**config.mk**
```make
export PLATFORM = sky130hd
export DESIGN_NAME = decoder2to4_strobe
export DESIGN_NICKNAME = d
export VERILOG_FILES = /design/src/rtl/decoder2to4_pkg.sv /design/src/rtl/decoder2to4_strobe_fifo2.sv /design/src/rtl/decoder2to4_strobe.sv
export SDC_FILE = /design/constraint.sdc
export NUM_CORES = 1
export LEC_CHECK = 0
export BUFFER_PORTS_ARGS = -buffer_cell sky130_fd_sc_hd__buf_2
export CAP_MARGIN = 5
export CORE_MARGIN = 2
export CORE_UTILIZATION = 55
export DETAILED_ROUTE_END_ITERATION = 10
export PLACE_DENSITY_LB_ADDON = 0.05
export SYNTH_ARGS = -nofsm -noshare
export SYNTH_HDL_FRONTEND = slang
export SYNTH_SLANG_ARGS = --single-unit
```
**constraint.sdc**
```tcl
create_clock -name clk -period 2.5 [get_ports clk]
set_input_delay 0.375 -clock clk [delete_from_list [all_inputs] [get_ports clk]]
set_output_delay 0.375 -clock clk [all_outputs]
set_load 0.05 [all_outputs]
```
**src/rtl/decoder2to4_pkg.sv**
```systemverilog
// decoder2to4_pkg: shared state encoding, widths and one-hot helper for the strobe decoder.
package decoder2to4_pkg;
  typedef enum logic [1:0] {IDLE = 2'd0, PULSE = 2'd1, GAP = 2'd2} state_t;
  localparam int CODE_W = 2;
  localparam int OUT_W = 4;
  localparam int CNT_W = 8;
  function automatic logic [OUT_W-1:0] onehot(input logic [CODE_W-1:0] c);
    return OUT_W'(1) << c;
  endfunction
endpackage

```
**src/rtl/decoder2to4_strobe_fifo2.sv**
```systemverilog
// fifo2: 2-entry synchronous FIFO; push/pop ignored when full/empty respectively.
module fifo2
  import decoder2to4_pkg::*;
(
  input  logic              clk,
  input  logic              rst,
  input  logic              push,
  input  logic              pop,
  input  logic [CODE_W-1:0] din,
  output logic              full,
  output logic              empty,
  output logic [CODE_W-1:0] head
);
  logic [CODE_W-1:0] mem_q [2];
  logic [CODE_W-1:0] mem_d [2];
  logic rd_q, rd_d, wr_q, wr_d;
  logic [1:0] cnt_q, cnt_d;
  logic wr_en, rd_en;
  assign full = cnt_q == 2'd2;
  assign empty = cnt_q == 2'd0;
  assign head = mem_q[rd_q];
  assign wr_en = push & ~full;
  assign rd_en = pop & ~empty;
  always_comb begin
    mem_d = mem_q;
    if (wr_en) mem_d[wr_q] = din;
    wr_d = wr_en ? ~wr_q : wr_q;
    rd_d = rd_en ? ~rd_q : rd_q;
    cnt_d = cnt_q + {1'b0, wr_en} - {1'b0, rd_en};
  end
  always_ff @(posedge clk) begin
    mem_q <= mem_d;
    if (rst) begin
      rd_q <= 1'b0;
      wr_q <= 1'b0;
      cnt_q <= 2'd0;
    end else begin
      rd_q <= rd_d;
      wr_q <= wr_d;
      cnt_q <= cnt_d;
    end
  end
endmodule

```
**src/rtl/decoder2to4_strobe.sv**
```systemverilog
// decoder2to4_strobe: buffered 2-to-4 decoder emitting timed one-hot strobes with idle gaps.
module decoder2to4_strobe
  import decoder2to4_pkg::*;
#(
  parameter int PULSE_LEN = 4,
  parameter int GAP_LEN = 1
) (
  input  logic              clk,
  input  logic              rst,
  input  logic              in_valid,
  output logic              in_ready,
  input  logic [CODE_W-1:0] code,
  input  logic              en,
  output logic [OUT_W-1:0]  y,
  output logic              busy,
  output logic              done
);
  if (PULSE_LEN < 1 || PULSE_LEN > 255 || GAP_LEN < 0 || GAP_LEN > 255) begin : g_bad_param
    $error("decoder2to4_strobe: PULSE_LEN must be 1..255 and GAP_LEN 0..255");
  end
  localparam logic [CNT_W-1:0] PULSE_M1 = CNT_W'(PULSE_LEN - 1);
  localparam logic [CNT_W-1:0] GAP_M1 = CNT_W'(GAP_LEN - 1);
  state_t state_q, state_d;
  logic [CNT_W-1:0] cnt_q, cnt_d;
  logic [OUT_W-1:0] y_q, y_d;
  logic done_q, done_d;
  logic full, empty, pop;
  logic [CODE_W-1:0] head;
  fifo2 u_fifo (
    .clk(clk),
    .rst(rst),
    .push(in_valid & ~full),
    .pop(pop),
    .din(code),
    .full(full),
    .empty(empty),
    .head(head)
  );
  assign in_ready = ~full;
  assign y = y_q;
  assign done = done_q;
  assign busy = (state_q != IDLE) | ~empty;
  // IDLE and an expired PULSE/GAP counter share one decision point: gap, load, or idle.
  always_comb begin
    state_d = state_q;
    cnt_d = cnt_q;
    y_d = y_q;
    done_d = 1'b0;
    pop = 1'b0;
    if (state_q != IDLE && cnt_q != '0) cnt_d = cnt_q - CNT_W'(1);
    else begin
      done_d = state_q == PULSE;
      if (state_q == PULSE && GAP_LEN != 0) begin
        state_d = GAP;
        cnt_d = GAP_M1;
        y_d = '0;
      end else if (~empty & en) begin
        pop = 1'b1;
        state_d = PULSE;
        cnt_d = PULSE_M1;
        y_d = onehot(head);
      end else begin
        state_d = IDLE;
        y_d = '0;
      end
    end
  end
  always_ff @(posedge clk) begin
    if (rst) begin
      state_q <= IDLE;
      cnt_q <= '0;
      y_q <= '0;
      done_q <= 1'b0;
    end else begin
      state_q <= state_d;
      cnt_q <= cnt_d;
      y_q <= y_d;
      done_q <= done_d;
    end
  end
endmodule

```
# After elaboration in Yosys (flattened, before gate mapping)
# Index checks and enable logic that the tools add are counted.
dict set report totals {
  register_bits 23
  latch_bits 0
  ramBits 0
  rom_bits 0
  inputBits 6
  output_inout_bits 7
  elab_cells 52
  n_memories 0
}
dict set report classes {
  addsub 3
  n_mul 0
  div 0
  magnitude_cmp 3
  eq_ne 2
  n_shift 1
  mux 16
  bitwise_logic 11
  n_reduce_logical 7
}
# cell count
set ops {}
lappend ops {{$mux 8} 3}
lappend ops {{$mux 2} 5}
lappend ops {{$mux 4} 2}
lappend ops {{$reduce_bool 8->1} 1}
lappend ops {{$sub 8x1->8 const B} 1}
lappend ops {{$and 1x1->1} 4}
lappend ops {{$bwmux 4} 1}
lappend ops {{$ge 2x2->1 const B} 2}
lappend ops {{$mux 1} 4}
lappend ops {{$not 1->1} 4}
lappend ops {{$not 1->2} 2}
lappend ops {{$shl 1x2->4 const A} 1}
lappend ops {{$reduce_bool 3->1} 1}
lappend ops {{$add 2x1->2} 1}
lappend ops {{$demux 2 s1} 1}
lappend ops {{$eq 2x1->1 const B} 1}
lappend ops {{$eq 2x2->1 const B} 1}
lappend ops {{$logic_and 1x1->1} 2}
lappend ops {{$logic_not 2->1} 1}
lappend ops {{$lt 2x1->1 const B} 1}
lappend ops {{$reduce_bool 2->1} 1}
lappend ops {{$reduce_or 2->1} 1}
lappend ops {{$sub 2x1->2} 1}
lappend ops {{$or 1x1->1} 1}

# Depth between registers and ports, before layout
# Gate-level depths: netlist of the first run.
dict set report logic_depth {
  depth_word 8
  mapped_depth 11
}

# Cells and area by module
# From an unflattened synthesis of the first run, not the netlist that was laid out.
dict set report unflattened {
  hier_cells 120
  area_unflattened_um2 1176.1
}
# mod n_inst cells_per_inst area_per_inst_um2
set by_module_without_submodules {}
lappend by_module_without_submodules {decoder2to4_strobe 1 89 823.3}
lappend by_module_without_submodules {fifo2 1 31 352.8}

# Worst setup path before layout of the first run
# Ideal clock, no wire load.
dict set report synth_timing {
  kind {register to register}
  startpoint {reg cnt_q[0]}
  endpoint {reg u_fifo.cnt_q[1]}
  setup_ns 0.128
  arrival_ns 2.016
  required_ns 2.372
  slack_ns 0.356
  stages_incl_launch_ff 12
  n_path_buf 0
  path_cell_list {dfxtp_1 -> inv_1 -> ha_1 -> nor4b_4 -> a31oi_2 -> nor2_1 -> ha_1 -> inv_1 -> ha_1 -> xor2_1 -> xnor2_1 -> nor2_1}
}
dict set report synth_via {
  elab_chain_len 5
}
# element line
set synth_lines {}
lappend synth_lines {{start: declaration} decoder2to4_strobe.sv:24} ;# logic [CNT_W-1:0] cnt_q, cnt_d;
lappend synth_lines {{start signal: assignment} decoder2to4_strobe.sv:76} ;# cnt_q <= cnt_d;
lappend synth_lines {{$reduce_bool 8->1} decoder2to4_strobe.sv:50} ;# if (state_q != IDLE && cnt_q != '0) cnt_d = cnt_q - CNT_W'(1);
lappend synth_lines {{$logic_and 1x1->1} decoder2to4_strobe.sv:50}
lappend synth_lines {{$mux 1} decoder2to4_strobe.sv:50}
lappend synth_lines {{$and 1x1->1} decoder2to4_strobe_fifo2.sv:23} ;# assign rd_en = pop & ~empty;
lappend synth_lines {{via u_fifo.rd_en} decoder2to4_strobe_fifo2.sv:18} ;# logic wr_en, rd_en;
lappend synth_lines {{$sub 2x1->2} decoder2to4_strobe_fifo2.sv:29} ;# cnt_d = cnt_q + {1'b0, wr_en} - {1'b0, rd_en};
lappend synth_lines {{end signal: assignment} decoder2to4_strobe_fifo2.sv:40} ;# cnt_q <= cnt_d;
lappend synth_lines {{end: declaration} decoder2to4_strobe_fifo2.sv:17} ;# logic [1:0] cnt_q, cnt_d;
# The timed path passes the listed nets, and every way through them passes these cells.
# A chain may end at the register's enable or synchronous reset.

# Worst setup path after layout of the first run
# Same ends and word-level chain as after synthesis.

==> results of run 1 <==
## cell families after synthesis
logic type | after synthesis | share of synthesized area, %
and+or+nand+nor | 43 | 24.17
DFF | 23 | 45.82
AOI/OAI and AO/OA | 22 | 15.92
buffers and inverters | 7 | 2.406
xor gates and xnor gates | 4 | 3.208
muxes | 4 | 3.895
adders and majority gates | 4 | 4.582
## sequential cells by signal, indices dropped and copies added (netlist names)
register	cells
cnt_q	8
done	1
state_q	2
u_fifo.cnt_q	2
u_fifo.mem_q	4
u_fifo.rd_q	1
u_fifo.wr_q	1
y	4
## synthesized netlist by cell type
| library cell | instances | area, µm² |
|---|---|---|
| nand3_1 | 1 | 5.000 |
| a21oi_1 | 3 | 15.01 |
| a22o_1 | 5 | 43.79 |
| nor4b_1 | 1 | 8.760 |
| a311oi_1 | 1 | 8.760 |
| nand2_1 | 7 | 26.28 |
| dfxtp_1 | 19 | 380.4 |
| nor4b_4 | 1 | 23.77 |
| nand2b_1 | 1 | 6.260 |
| nand3b_1 | 1 | 7.510 |
| nor2b_1 | 1 | 6.260 |
| nand4b_1 | 1 | 8.760 |
| o32ai_1 | 1 | 8.760 |
| and3_1 | 5 | 31.28 |
| nor4bb_1 | 1 | 10.01 |
| nor4b_2 | 1 | 15.01 |
| o21ai_1 | 1 | 5.000 |
| edfxtp_1 | 4 | 120.1 |
| inv_1 | 5 | 18.77 |
| mux2_2 | 2 | 22.52 |
| a2bb2oi_1 | 1 | 8.760 |
| a211o_1 | 4 | 35.03 |
| mux2i_1 | 2 | 20.02 |
| a31oi_2 | 1 | 12.51 |
| nor3_1 | 5 | 25.02 |
| nor4_1 | 2 | 12.51 |
| ha_1 | 4 | 50.05 |
| a211oi_1 | 1 | 7.510 |
| clkbuf_1 | 2 | 7.510 |
| xor2_1 | 3 | 26.28 |
| o21ai_0 | 1 | 5.000 |
| nor3_2 | 2 | 20.02 |
| o21a_1 | 1 | 7.510 |
| xnor2_1 | 1 | 8.760 |
| or3_1 | 1 | 6.260 |
| nor2_1 | 11 | 41.29 |
| o32a_1 | 1 | 10.01 |
| a31oi_1 | 1 | 6.260 |
| or4b_1 | 1 | 10.01 |
## final cells by class
| cell class | instances | area share, % |
|---|---|---|
| Clock buffer | 3 | 1.833 |
| Clock inverter | 1 | 0.4073 |
| Inverter | 5 | 1.527 |
| Multi-Input combinational cell | 77 | 46.03 |
| Sequential cell | 23 | 40.73 |
| Tap cell | 27 | 2.749 |
| Timing Repair Buffer | 15 | 6.721 |
## power by group through the flow
stage | Sequential [mW] | Combinational, mW | Clock (mW)
floorplan | 0.599 | 0.713 | 0
detailed placement | 0.593 | 0.939 | 0
finish | 0.586 | 0.947 | 0.171
global placement | 0.590 | 0.913 | 0
global route | 0.604 | 1.04 | 0.190
CTS | 0.585 | 0.942 | 0.178
## worst register-to-register path: stages (launching register included)
cell,delay [ns]
dfxtp_1,0.36
inv_1,0.12
ha_1,0.16
nor4b_4,0.34
a31oi_2,0.16
nor2_1,0.12
ha_1,0.24
inv_1,0.06
ha_1,0.14
xor2_1,0.19
xnor2_1,0.14
nor2_1,0.05
## per-layer routing
layer  track usage, %  up-vias  share of wire [%]
met2            31.25       24                 44
met1            25.90      408                 49
met4            7.143        0                1.6
met5                0        -                  0
met3            3.704        4                5.6
li1                 -      437                  -
## path summary, 6_finish.rpt
check	to	slack (ns)	depth (start not counted)
min	u_fifo.mem_q[0]$_DFFE_PP_	0.25	1
min reg2reg	y[1]$_SDFFE_PP0N_	0.49	1
max	u_fifo.cnt_q[1]$_SDFF_PP0_	0.32	11
max reg2reg	u_fifo.cnt_q[1]$_SDFF_PP0_	0.32	11
## metrics by stage
step / hold WS (ns) / util [%] / cells
finish: 0.2461 / 63.93 / 151
global route: 0.2402 / 63.93 / 151
CTS: 0.2343 / 63.93 / 151
detailed placement: 0.4664 / 62.50 / 147
global placement: 0.4594 / 62.50 / 147
floorplan: 0.4739 / - / 107
==> reports/metrics.yaml, run 1 <==
cts_made_buffers: 3
globalplace.congestion: 0.8232
r2r_start: "cnt_q[0]$_SDFFE_PP0P_"
place_area_um2: 1201
synth_seq_cells: 23
mostFrequentLayoutCells: "dfxtp_1 (19), buf_2 (12), nor2_1 (11), nand2_1 (7)"
wire_per_inst_um: 13.66
n_antenna_cell: 0
cp_max_fo: 6
postCtsHoldBufs: 0
drt-initial-drc-count: 20
vias_per_cell: 5.781
hpwl_um: 1524
period_minus_slack_ns: 2.178
cts_tree: "yes"
grt_antenna_before_repair: 0
io_buffer_count: 12
fmax_mhz: 459.1
crit_buf_inv: 2
syn_area_um2: 1092
status: "finished, final reports clean"
drv_cap: 0
seq_area_frac_synth_pct: 45.82
insertion_delay_ns: 0.31
cp_slowest_cell: "dfxtp_1"
power.leakage_nw: 0.5506
seq_power_share_pct: 34.4
routed_wl_um: 2062
power_frac_comb_pct: 55.6
initial_utilization_pct: 56.84
clk_pin_slew_ns: 0.13
layout-drive-gt1-share_pct: 20.97
postCtsResizedCells: 0
final_antenna_net_count: 0
power.density_nw_per_um2: 1386
yosysWarnings: 0
clk_path_buf_depth: 2
grt_pass1_wl_um: 3553
worst_slew_pin_slew_ns: 0.6611
critPathMostFrequentCell: "ha_1"
hp-start: "code[0]"
worstPathRequired_ns: 2.71
switching_share_pct: 46.54
track_usage_pct: 19.34
fin_skew_ns: 0.009262
startpoint_type: "register"
max_stage_delay_ns: 0.36
ys_types: 39
hold_path_class: "primary input to register"
hold_viol_final: 0
finalPower_mw: 1.703
post-route-drc-count: 0
place_ws_ns: 0.3213
arrival_ns: 2.39
fp.coreArea_um2: 1922
p_int_mw: 0.9106
slew_viol_final: 0
cts_sinks: 23
setup_tns_ns: 0
vdd_drop_max_uv: 859.5
setup_viol: 0
clkPwrFrac_pct: 10.0
num_rows: 16
final_cell_area_um2: 1229
switchingPower_mw: 0.7926
path_cells: "inv_1 -> ha_1 -> nor4b_4 -> a31oi_2 -> nor2_1 -> ha_1 -> inv_1 -> ha_1 -> xor2_1 -> xnor2_1 -> nor2_1"
critical_path_class: "register to register"
h-tree-depth: 1
relSlewSlack_pct: 55.66
timing.final.ws_setup_ns: 0.3220
cts_root_buffer: "clkbuf_4"
grt_overflow: 0
cp-end-kind: "register"
rsz0062_at_grt: "false"
grt_max_degree: 17
cp_top_family: "adder cells"
dr.pass1.iters: 4
n_fill_cell: 175
syn_to_final_growth_pct: 12.49
num_vias: 873
die_x_um: 48.57
fin_crit_sh_pct: 87.12
die_h_um: 48.57
syn-num-nets: 117
multi_input_area_um2: 565.5
layout.area.seq_um2: 500.5
layout.cells.most_common: "dfxtp_1"
syn_inst: 107
post_cts_buffers: 0
crit_path_start: "cnt_q[0]$_SDFFE_PP0P_"
grt_pass1_vias: 795
dieArea_um2: 2359
nNetsFinal: 135
syn_avg_cell_area_um2: 10.21
io_pins: 13
(Power assumes the default switching activity.)
==> inputs of run 2 (changes only) <==
--- a/config.mk
+++ b/config.mk
@@ -11,6 +11,7 @@
 export CORE_UTILIZATION = 55
 export DETAILED_ROUTE_END_ITERATION = 10
 export PLACE_DENSITY_LB_ADDON = 0.05
+export RECOVER_POWER = 25
 export SYNTH_ARGS = -nofsm -noshare
 export SYNTH_HDL_FRONTEND = slang
 export SYNTH_SLANG_ARGS = --single-unit
==> reports/metrics.yaml, run 2 (same netlist as run 1, synthesis figures left out) <==
cts_sinks: 23  # unchanged
drv_cap: 0  # unchanged
dieArea_um2: 2359  # unchanged
hpwl_um: 1524  # unchanged
crit_buf_inv: 2  # unchanged
clk_path_buf_depth: 2  # unchanged
rsz0062_at_grt: "false"
initial_utilization_pct: 56.84  # unchanged
period_minus_slack_ns: 2.178  # -0.0003320 ns
worstPathRequired_ns: 2.71  # about the same
arrival_ns: 2.39  # about the same
worst_slew_pin_slew_ns: 0.6606  # -0.0005065 ns
cp_slowest_cell: "dfxtp_1"
postCtsHoldBufs: 0  # unchanged
num_rows: 16  # unchanged
grt_pass1_wl_um: 3553  # unchanged
fmax_mhz: 459.2  # about the same
vias_per_cell: 5.775  # -0.11%
dr.pass1.iters: 4  # unchanged
grt_pass1_vias: 795  # unchanged
routed-wl-met2_um: 909  # unchanged
wl_met3_um: 116  # unchanged
drt-initial-drc-count: 20  # unchanged
dp_cells: 147  # unchanged
post_cts_buffers: 0  # unchanged
hold_path_class: "primary input to register"
insertion_delay_ns: 0.31  # about the same
layout-drive-gt1-share_pct: 19.35  # -1.6 points
stdcell_count: 151  # unchanged
slew_viol_final: 0  # unchanged
n_antenna_cell: 0  # unchanged
cp-end-kind: "register"
setup_tns_ns: 0  # unchanged
io_buffer_count: 12  # unchanged
largest_register_ffs: 8  # unchanged
holdWs_ns: 0.2624  # +0.01630 ns
finalPower_mw: 1.703  # about the same
setup_viol: 0  # unchanged
cts_tree: "yes"
vdd_drop_max_uv: 859.3  # about the same
clk_pin_slew_ns: 0.13  # about the same
num_vias: 872  # -0.11%
critical_path_class: "register to register"
h-tree-depth: 1  # unchanged
power.density_nw_per_um2: 1389  # +0.17%
fin_crit_sh_pct: 87.10  # about the same
cp_max_fo: 6  # unchanged
layout.cells.most_common: "dfxtp_1"
critPathMostFrequentCell: "ha_1"
grt_max_degree: 17  # unchanged
power.leakage_nw: 0.5451  # -1.0%
reg2reg_slack_ns: 0.32  # about the same
syn_to_final_growth_pct: 12.26
post-route-util_pct: 63.80  # -0.13 points
status: "finished, final reports clean"
mostFrequentLayoutCells: "dfxtp_1 (19), nor2_1 (11), buf_2 (10), nand2_1 (7)"
final_antenna_net_count: 0  # unchanged
cp_top_family: "adder cells"
cts_made_buffers: 3  # unchanged
hold_viol_final: 0  # unchanged
max_stage_delay_ns: 0.36  # about the same
io_pins: 13  # unchanged
post-route-drc-count: 0  # unchanged
regMostFlops: "cnt_q"
wl_met1_um: 1000  # about the same
grt_overflow: 0  # unchanged
grt_antenna_before_repair: 0  # unchanged
wire_per_inst_um: 13.65  # about the same
die_h_um: 48.57  # unchanged
route.top_layer_used: "met4"
routed_wl_um: 2061  # about the same
nNetsFinal: 135  # unchanged
startpoint_type: "register"
die_x_um: 48.57  # unchanged
track_usage_pct: 19.34  # unchanged
path_cells: "inv_1 -> ha_1 -> nor4b_4 -> a31oi_2 -> nor2_1 -> ha_1 -> inv_1 -> ha_1 -> xor2_1 -> xnor2_1 -> nor2_1"
fin_skew_ns: 0.009514  # +0.0002524 ns
relSlewSlack_pct: 55.70  # about the same
postCtsResizedCells: 0  # unchanged
fp.coreArea_um2: 1922  # unchanged
cts_root_buffer: "clkbuf_4"
globalplace.congestion: 0.8232  # unchanged
[run 2: power by group]
part | internal, mW | switching [mW]
registers | 0.477 | 0.109
logic | 0.374 | 0.572
clock network | 0.0598 | 0.111
[run 2: worst paths after layout]
| path | from | endpoint | cells after the start |
|---|---|---|---|
| setup / recovery | cnt_q[0]$_SDFFE_PP0P_ | u_fifo.cnt_q[1]$_SDFF_PP0_ | 11 |
| hold / removal | code[0] | u_fifo.mem_q[0]$_DFFE_PP_ | 1 |
| setup reg to reg | cnt_q[0]$_SDFFE_PP0P_ | u_fifo.cnt_q[1]$_SDFF_PP0_ | 11 |
| hold reg to reg | y[1]$_SDFFE_PP0N_ | y[1]$_SDFFE_PP0N_ | 1 |
[run 2: cell type report]
class	count	area, µm²
Fill cell	175	695.7
Multi-Input combinational cell	77	565.5
Sequential cell	23	500.5
Timing Repair Buffer	15	80.08
Tap cell	27	33.78
Clock buffer	3	22.52
Inverter	5	18.77
Clock inverter	1	5.005
[run 2: metrics by stage]
stage                     setup WS, ns  instance area (µm²)
final                           0.3224                 1226
after global routing            0.1156                 1226
after CTS                       0.3290                 1229
after detailed placement        0.3213                 1201
after global placement          0.4426                 1201
after floorplan                 0.3563                 1092
[run 2: per-layer routing]
layer	track usage, %	vias up
met5	0	-
met4	7.143	0
met3	3.704	4
met2	31.25	24
met1	25.90	407
li1	-	437
==> inputs of run 3 (changes only) <==
--- a/config.mk
+++ b/config.mk
@@ -7,7 +7,7 @@
 export LEC_CHECK = 0
 export BUFFER_PORTS_ARGS = -buffer_cell sky130_fd_sc_hd__buf_2
 export CAP_MARGIN = 5
-export CORE_MARGIN = 2
+export CORE_MARGIN = 8
 export CORE_UTILIZATION = 55
 export DETAILED_ROUTE_END_ITERATION = 10
 export PLACE_DENSITY_LB_ADDON = 0.05
==> reports/metrics.yaml, run 3 (same netlist as run 1, synthesis figures left out) <==
cts_root_buffer: "clkbuf_4"
vias_per_cell: 5.755  # -0.34%
worstPathRequired_ns: 2.72  # about the same
power_frac_comb_pct: 55.2  # -0.4 points
grt_pass1_wl_um: 3594  # +1.2%
num_vias: 869  # -0.34%
nNetsFinal: 135  # unchanged
final_antenna_net_count: 0  # unchanged
die_h_um: 60.57  # +25%
holdWs_ns: 0.2371  # -0.02531 ns
cp-end-kind: "register"
track_usage_pct: 12.92  # -6.4 points
globalplace.congestion: 0.8653  # +5.1%
cts_sinks: 23  # unchanged
slew_viol_final: 0  # unchanged
critical_path_class: "register to register"
drt-initial-drc-count: 22  # +10%
mostFrequentLayoutCells: "dfxtp_1 (19), nor2_1 (11), buf_2 (11), nand2_1 (7)"
wire_per_inst_um: 14.35  # +5.1%
clk_path_buf_depth: 2  # unchanged
vdd_drop_max_uv: 849.7  # -1.1%
p_int_mw: 0.9112  # +0.11%
cts_made_buffers: 3  # unchanged
layout-drive-gt1-share_pct: 20.16  # +0.81 points
postCtsHoldBufs: 0  # unchanged
fin_skew_ns: 0.009941  # +0.0004269 ns
grt_pass1_vias: 786  # -1.1%
rsz0062_at_grt: "false"
hpwl_um: 1594  # +4.6%
seq_power_share_pct: 34.5  # about the same
insertion_delay_ns: 0.32  # about the same
worst_slew_pin_slew_ns: 0.6715  # +0.01092 ns
grt_max_degree: 17  # unchanged
arrival_ns: 2.38  # about the same
drv_cap: 0  # unchanged
regMostFlops: "cnt_q"
io_buffer_count: 12  # unchanged
h-tree-depth: 1  # unchanged
fp.coreArea_um2: 1922  # unchanged
status: "finished, final reports clean"
grt_overflow: 0  # unchanged
die_x_um: 60.57  # +25%
post_cts_buffers: 0  # unchanged
hold_path_class: "primary input to register"
clk_pin_slew_ns: 0.13  # about the same
postCtsResizedCells: 0  # unchanged
setup_tns_ns: 0  # unchanged
dieArea_um2: 3668  # +56%
fin_crit_sh_pct: 86.30  # -0.80 points
cts_tree: "yes"
cp_max_fo: 6  # unchanged
routed_wl_um: 2167  # +5.1%
period_minus_slack_ns: 2.158  # -0.02003 ns
startpoint_type: "register"
largest_register_ffs: 8  # unchanged
layout.cells.most_common: "dfxtp_1"
syn_to_final_growth_pct: 12.37
stdcell_count: 151  # unchanged
power.density_nw_per_um2: 1390  # about the same
fmax_mhz: 463.5  # +0.93%
num_rows: 16  # unchanged
relSlewSlack_pct: 54.96  # -0.73 points
setup_viol: 0  # unchanged
grt_antenna_before_repair: 0  # unchanged
clkPwrFrac_pct: 10.3  # +0.3 points
io_pins: 13  # unchanged
post-route-drc-count: 0  # unchanged
switching_share_pct: 46.58  # about the same
switchingPower_mw: 0.7944  # +0.24%
power.leakage_nw: 0.5479  # +0.51%
hold_viol_final: 0  # unchanged
dp_cells: 147  # unchanged
n_antenna_cell: 0  # unchanged
dr.pass1.iters: 4  # unchanged
initial_utilization_pct: 56.84  # unchanged
==> run 3: cell count changes in the layout (fill, tap and decap cells not counted), sizes merged <==
cell    before  now
clkbuf       5    4
buf         13   14
==> run 3: path summary, 6_finish.rpt <==
kind	startpoint	end	slack, ns	cells after the start
setup reg to reg	cnt_q[0]$_SDFFE_PP0P_	u_fifo.cnt_q[1]$_SDFF_PP0_	0.34	11
setup / recovery	cnt_q[0]$_SDFFE_PP0P_	u_fifo.cnt_q[1]$_SDFF_PP0_	0.34	11
hold reg to reg	y[3]$_SDFFE_PP0N_	y[3]$_SDFFE_PP0N_	0.49	1
hold / removal	code[0]	u_fifo.mem_q[0]$_DFFE_PP_	0.24	1
==> run 3: routing by layer <==
metal / vias up / part of all wire, % / global-route usage [%]
met4: 0 / 1.3 / 6.312
li1: 435 / - / -
met1: 415 / 48 / 17.06
met5: - / 0 / 0
met2: 15 / 46 / 19.31
met3: 4 / 4.0 / 2.754
==> run 3: critical path: stages, from the launching register on <==
cell and delay (ns):
dfxtp_1 0.36, inv_1 0.12, ha_1 0.16, nor4b_4 0.33
a31oi_2 0.15, nor2_1 0.11, ha_1 0.23, inv_1 0.06
ha_1 0.14, xor2_1 0.20, xnor2_1 0.15, nor2_1 0.05
==> run 3: final cells by class <==
class | instances | area (µm²)
Clock buffer | 3 | 22.52
Clock inverter | 1 | 5.005
Sequential cell | 23 | 500.5
Tap cell | 27 | 33.78
Fill cell | 182 | 694.4
Inverter | 5 | 18.77
Timing Repair Buffer | 15 | 81.33
Multi-Input combinational cell | 77 | 565.5
==> run 3: power by group through the flow <==
stage          registers (mW)  clock network, mW  logic [mW]
3_3_place_gp            0.590                  0       0.916
2_1_floorplan           0.599                  0       0.713
5_1_grt                 0.604              0.195        1.04
4_1_cts                 0.586              0.181       0.944
6_report                0.589              0.176       0.941
3_5_place_dp            0.595                  0       0.934
==> run 3: metrics by stage <==
| stage | area [µm²] | utilization [%] | power, mW | worst slack, ns |
|---|---|---|---|---|
| after floorplan | 1092 | - | 1.312 | 0.3563 |
| after global placement | 1201 | 62.50 | 1.506 | 0.4423 |
| after detailed placement | 1201 | 62.50 | 1.529 | 0.3501 |
| after CTS | 1229 | 63.93 | 1.712 | 0.3548 |
| after global routing | 1227 | 63.87 | 1.838 | 0.1478 |
| final | 1227 | 63.87 | 1.706 | 0.3424 |
